File: src/rtl/uart_cmd_pkg.sv
// Shared types and helpers for the UART command framer.
package uart_cmd_pkg;

    typedef enum logic [1:0] {
        IDLE = 2'd0,
        ADDR = 2'd1,
        DATA = 2'd2,
        CSUM = 2'd3
    } state_t;

    typedef enum logic [1:0] {
        ERR_CSUM    = 2'd0,
        ERR_ADDR    = 2'd1,
        ERR_TIMEOUT = 2'd2,
        ERR_UART    = 2'd3
    } err_code_t;

    localparam logic [7:0] DEFAULT_SYNC_BYTE = 8'hA5;
    localparam logic [7:0] ERR_CNT_MAX       = 8'hFF;

    // Frame checksum: XOR of sync, zero-extended address and data.
    function automatic logic [7:0] frame_csum(input logic [7:0] sync_b,
                                              input logic [7:0] addr_b,
                                              input logic [7:0] data_b);
        return sync_b ^ addr_b ^ data_b;
    endfunction

endpackage

File: src/rtl/uart_cmd_timeout.sv
// Inter-byte gap watchdog: counts while a frame is open, restarts on every
// accepted byte and flags a single-cycle expiry after TIMEOUT_CYCLES.
module uart_cmd_timeout #(
    parameter int unsigned TIMEOUT_CYCLES = 50000
) (
    input  logic clk,
    input  logic resetn,
    input  logic run,
    input  logic clear,
    output logic expired
);

    localparam int unsigned   CW   = (TIMEOUT_CYCLES > 1) ? $clog2(TIMEOUT_CYCLES) : 1;
    localparam logic [CW-1:0] LAST = CW'(TIMEOUT_CYCLES - 1);

    logic [CW-1:0] cnt_q, cnt_d;

    // Expiry is suppressed by a same-cycle byte so the byte always wins.
    always_comb begin
        expired = run && !clear && (cnt_q == LAST);
        cnt_d   = cnt_q;
        if (!run || clear || expired) begin
            cnt_d = '0;
        end else begin
            cnt_d = cnt_q + CW'(1);
        end
    end

    // Counter register.
    always_ff @(posedge clk or negedge resetn) begin
        if (!resetn) begin
            cnt_q <= '0;
        end else begin
            cnt_q <= cnt_d;
        end
    end

endmodule

File: src/rtl/uart_cmd_parser.sv
// Frames the UART byte stream into sync/addr/data/checksum commands and turns
// each valid frame into a digit-write strobe; malformed frames raise errors.
module uart_cmd_parser
    import uart_cmd_pkg::*;
#(
    parameter int unsigned  CLK_FREQ   = 50,
    parameter int unsigned  TIMEOUT_US = 1000,
    parameter int unsigned  NUM_DIGITS = 4,
    parameter logic [7:0]   SYNC_BYTE  = DEFAULT_SYNC_BYTE,
    localparam int unsigned AW         = (NUM_DIGITS > 1) ? $clog2(NUM_DIGITS) : 1
) (
    input  logic          clk,
    input  logic          resetn,
    input  logic [7:0]    tdata,
    input  logic          tvalid,
    input  logic          tuser,
    output logic          wr_en,
    output logic [AW-1:0] wr_addr,
    output logic [7:0]    wr_data,
    output logic          err,
    output logic [1:0]    err_code,
    output logic [7:0]    err_cnt
);

    localparam int unsigned TIMEOUT_CYCLES = CLK_FREQ * TIMEOUT_US;

    state_t        state_q, state_d;
    logic [AW-1:0] addr_q, addr_d;
    logic [7:0]    data_q, data_d;
    logic          wr_en_q, wr_en_d;
    logic [AW-1:0] wr_addr_q, wr_addr_d;
    logic [7:0]    wr_data_q, wr_data_d;
    logic          err_q, err_d;
    err_code_t     err_code_q, err_code_d;
    logic [7:0]    err_cnt_q, err_cnt_d;

    logic          expired;
    logic          frame_open;
    logic [7:0]    addr8;
    logic [7:0]    csum_exp;
    logic          addr_bad;

    assign frame_open = (state_q != IDLE);

    uart_cmd_timeout #(
        .TIMEOUT_CYCLES(TIMEOUT_CYCLES)
    ) u_timeout (
        .clk    (clk),
        .resetn (resetn),
        .run    (frame_open),
        .clear  (tvalid),
        .expired(expired)
    );

    // Checksum expectation and address range test.
    always_comb begin
        addr8          = '0;
        addr8[AW-1:0]  = addr_q;
        csum_exp       = frame_csum(SYNC_BYTE, addr8, data_q);
        addr_bad       = ({24'd0, tdata} >= NUM_DIGITS);
    end

    // Next-state and registered-output logic; uart error on a byte overrides all
    // other per-byte rules, and any byte overrides a same-cycle timeout.
    always_comb begin
        state_d    = state_q;
        addr_d     = addr_q;
        data_d     = data_q;
        wr_en_d    = 1'b0;
        wr_addr_d  = wr_addr_q;
        wr_data_d  = wr_data_q;
        err_d      = 1'b0;
        err_code_d = err_code_q;

        if (tvalid) begin
            if (tuser) begin
                if (state_q != IDLE) begin
                    err_d      = 1'b1;
                    err_code_d = ERR_UART;
                    state_d    = IDLE;
                end
            end else begin
                unique case (state_q)
                    IDLE: begin
                        if (tdata == SYNC_BYTE) begin
                            state_d = ADDR;
                        end
                    end
                    ADDR: begin
                        if (tdata == SYNC_BYTE) begin
                            state_d = ADDR;
                        end else if (addr_bad) begin
                            err_d      = 1'b1;
                            err_code_d = ERR_ADDR;
                            state_d    = IDLE;
                        end else begin
                            addr_d  = tdata[AW-1:0];
                            state_d = DATA;
                        end
                    end
                    DATA: begin
                        data_d  = tdata;
                        state_d = CSUM;
                    end
                    CSUM: begin
                        if (tdata == csum_exp) begin
                            wr_en_d   = 1'b1;
                            wr_addr_d = addr_q;
                            wr_data_d = data_q;
                        end else begin
                            err_d      = 1'b1;
                            err_code_d = ERR_CSUM;
                        end
                        state_d = IDLE;
                    end
                    default: state_d = IDLE;
                endcase
            end
        end else if (expired) begin
            err_d      = 1'b1;
            err_code_d = ERR_TIMEOUT;
            state_d    = IDLE;
        end

        err_cnt_d = err_cnt_q;
        if (err_d && (err_cnt_q != ERR_CNT_MAX)) begin
            err_cnt_d = err_cnt_q + 8'd1;
        end
    end

    // State and output registers.
    always_ff @(posedge clk or negedge resetn) begin
        if (!resetn) begin
            state_q    <= IDLE;
            addr_q     <= '0;
            data_q     <= '0;
            wr_en_q    <= 1'b0;
            wr_addr_q  <= '0;
            wr_data_q  <= '0;
            err_q      <= 1'b0;
            err_code_q <= ERR_CSUM;
            err_cnt_q  <= '0;
        end else begin
            state_q    <= state_d;
            addr_q     <= addr_d;
            data_q     <= data_d;
            wr_en_q    <= wr_en_d;
            wr_addr_q  <= wr_addr_d;
            wr_data_q  <= wr_data_d;
            err_q      <= err_d;
            err_code_q <= err_code_d;
            err_cnt_q  <= err_cnt_d;
        end
    end

    assign wr_en    = wr_en_q;
    assign wr_addr  = wr_addr_q;
    assign wr_data  = wr_data_q;
    assign err      = err_q;
    assign err_code = err_code_q;
    assign err_cnt  = err_cnt_q;

endmodule

File: config.mk
export PLATFORM = sky130hd
export DESIGN_NAME = uart_cmd_parser
export DESIGN_NICKNAME = d
export VERILOG_FILES = /design/src/rtl/uart_cmd_pkg.sv /design/src/rtl/uart_cmd_timeout.sv /design/src/rtl/uart_cmd_parser.sv
export SDC_FILE = /design/constraint.sdc
export NUM_CORES = 1
export LEC_CHECK = 0
export ABC_AREA = 1
export CAP_MARGIN = 25
export CORE_MARGIN = 3
export CORE_UTILIZATION = 55
export CTS_BUF_LIST = sky130_fd_sc_hd__clkbuf_16
export DETAILED_ROUTE_END_ITERATION = 6
export GPL_TIMING_DRIVEN = 0
export PLACE_DENSITY = 0.8
export SYNTH_ARGS = -nofsm -noshare
export SYNTH_HDL_FRONTEND = slang
export SYNTH_SLANG_ARGS = --single-unit
File: constraint.sdc
create_clock -name clk -period 1.6 [get_ports clk]
set_input_delay 0.24 -clock clk [delete_from_list [all_inputs] [get_ports clk]]
set_output_delay 0.24 -clock clk [all_outputs]
set_load 0.05 [all_outputs]
==> results.json <==
{
  "power_frac_clock": 0.280,
  "r2r_cells": 8,
  "worst_setup_path_end_kind": "output pin",
  "path_clk_slew_ns": 0.06,
  "cp_slowest_cell": "dlygate4sd2_1",
  "critPathKind": "reg -> out",
  "ys_warn_count": 0,
  "syn2layout_area_growth_pct": 27.56,
  "setup_tns_ns": 0,
  "hp-start": "tdata[6]",
  "r2r_start": "u_timeout.cnt_q[1]$_DFF_PN0_",
  "grt_antenna_before_repair": 0,
  "clock_skew_ns": 0.005763,
  "synth_nets": 339,
  "fmax_ghz": 0.6508,
  "min_delay_path_depth": 3,
  "netlist_instances": 325,
  "hold_viol_final": 0,
  "rsz0062_at_grt": "true",
  "syn_area_um2": 2660,
  "nNetsFinal": 387,
  "min_delay_worst_endpoint": "data_q[6]$_DFFE_PN0P_",
  "synth_edf_count": 0,
  "n_antenna_cell": 0,
  "grt_pass1_vias": 2063,
  "max_stage_delay_ns": 0.56,
  "crit_path_start_kind": "flop",
  "vdd.ir_drop.worst_mv": 0.7419,
  "yosys.cell_types.count": 34,
  "p_int_mw": 2.615,
  "synth.area.top_cells": "dfrtp_1, nand2_1, inv_1",
  "gr-total-overflow": 0,
  "reg2reg_slack_ns": 0.06,
  "routabilityCongestion": 0.8295,
  "path_buf_inv": 1,
  "cp.required_ns": 1.36,
  "hold_ws_ns": 0.2805,
  "ys_seq_elements": 50,
  "startpoint": "err_cnt[6]$_DFFE_PN0P_",
  "seqPwrFrac": 0.405,
  "relSlewSlack": 0.5981,
  "port_buffers": 33,
  "netlist.area_leader.share": 0.4704,
  "io_pins": 34,
  "p_leak_nw": 1.780,
  "drt-total-wl_um": 5724,
  "grt_max_degree": 27,
  "firstDrtPassIters": 4,
  "ant_nets": 0,
  "post-route-util": 0.7533,
  "drv_cap": 0,
  "worstPathCellList": "dlygate4sd2_1",
  "dieWidth_um": 75.55,
  "maxSlewViolCount": 0,
  "switching_power_mw": 1.524,
  "p_per_area_nw_per_um2": 1220,
  "arrival_ns": 1.30,
  "start_util": 0.5906,
  "hold_path.class": "in -> reg",
  "via_per_inst": 5.239,
  "remaining_drc_errors": 0,
  "drive_gt1_frac": 0.2059,
  "clock-sinks": 50,
  "p_sw_frac": 0.3682,
  "postSynthAreaPerCell_um2": 8.185,
  "ys_seq_area_frac": 0.4704,
  "die_y_um": 75.55,
  "cp_max_fo": 5,
  "tightestPinTransition_ns": 0.6028,
  "synthTopCellsByCount": "nand2_1, dfrtp_1, inv_1",
  "cts_made_buffers": 5,
  "post_drt_wl_per_cell_um": 13.44,
  "std_cell_rows": 24,
  "cts_root_buffer": "clkbuf_16",
  "ys.flop_type": "dfrtp_1",
  "fin_crit_ns": 1.537,
  "core_region_area_um2": 4504,
  "crit_family": "buffers and inverters",
  "outcome": "complete, no violations",
  "first_iter_violations": 103,
  "r2r-end": "u_timeout.cnt_q[10]$_DFF_PN0_",
  "yosysTopAreaCell": "dfrtp_1",
  "async_flop_share": 1.000,
  "finalCritPeriodShare": 0.9603,
  "setup_viol": 0,
  "yosysMostFrequentCell": "nand2_1",
  "combPwrFrac": 0.314,
  "cts_tree": "built",
  "h-tree-depth": 2,
  "grt_first_pass_wirelength_um": 9052,
  "vias": 2232,
  "dpl.hpwl_um": 4022,
  "die_area_um2": 5707,
  "grt_usage": 0.2081,
  "cts.path.max_buffers": 2,
  "clk_latency_ns": 0.29
}
## placed cells by master (no fill, tap or decap), types with 7 or more instances in the layout
cell type and count:
o21ai_1 11, o21ai_0 7, nand3_1 15, nor2_1 25
nand4_1 11, nand2_1 92, o21ai_2 8, dlygate4sd2_1 23
inv_1 32, nor2_2 9, inv_2 11, dfrtp_1 46
## per-layer routing
metal / share of wire / GRT usage
met1: 0.45 / 0.2729
met2: 0.51 / 0.3442
met3: 0.029 / 0.04617
met4: 0.0096 / 0.06602
met5: 0 / 0
## cell type report
| type | count | area [µm²] |
|---|---|---|
| clock buffer | 5 | 125.1 |
| fill | 314 | 1111 |
| multi-input combinational | 229 | 1297 |
| inverter | 41 | 153.9 |
| tap | 52 | 65.06 |
| sequential | 50 | 1256 |
| timing repair buffer | 41 | 404.1 |
| buffer | 5 | 53.80 |
| clock inverter | 3 | 37.54 |
## power groups by stage
stage,clock [mW],sequential [mW],combinational (mW)
6_report,1.16,1.68,1.30
2_1_floorplan,0,1.94,0.637
5_1_grt,1.24,1.70,1.44
4_1_cts,1.19,1.66,1.26
3_5_place_dp,0,1.69,1.29
3_3_place_gp,0,1.68,1.25
## state kept, by name, indices dropped and copies added, names as in the netlist
name and flops:
err 1, wr_data 8, err_cnt 8, state_q 2
addr_q 2, data_q 8, err_code 2, wr_addr 2
wr_en 1, u_timeout.cnt_q 16
## cells by family after synthesis
kind of cell             after synthesis  synth area share
AND/OR/NAND/NOR                      180            0.3189
flip-flops                            50            0.4704
buffers and inverters                 46           0.07291
AO/OA/AOI/OAI                         36           0.09219
XOR/XNOR                              11           0.03622
adder cells (fa/ha/maj)                2          0.009406
## how the worst max path moves through the flow
stage | endpoint | cells past startpoint
CTS | err_cnt[0]$_DFFE_PN0P_ | 10
finish | err_cnt[6] | 1
detailed placement | wr_data[5]$_DFFE_PN0N_ | 11
global route | err_cnt[4]$_DFFE_PN0P_ | 9
floorplan | err_cnt[6]$_DFFE_PN0P_ | 7
global placement | err_cnt[0]$_DFFE_PN0P_ | 1
## timing repair
| action | 4_1_cts | 5_1_grt |
|---|---|---|
| resized for setup | 26 | 32 |
| setup endpoints to repair | 46 | 37 |
| pin swaps | 2 | 11 |
| hold buffers | 1 | 0 |
| buffers inserted | 2 | 3 |
| gates cloned | 0 | 1 |
| hold endpoints to repair | 25 | 0 |
## per-stage QoR
| stage | instance area (µm²) | std cells | setup WS [ns] | total power, mW |
|---|---|---|---|---|
| floorplan | 2673 | 325 | 0.01466 | 2.572 |
| global placement | 3068 | 410 | -1.371 | 2.928 |
| detailed placement | 3083 | 411 | -0.3290 | 2.976 |
| CTS | 3251 | 422 | 0.0007468 | 4.107 |
| global route | 3393 | 426 | -0.07404 | 4.387 |
| finish | 3393 | 426 | 0.06350 | 4.139 |
Note: power is estimated with default switching activity, not from simulation.
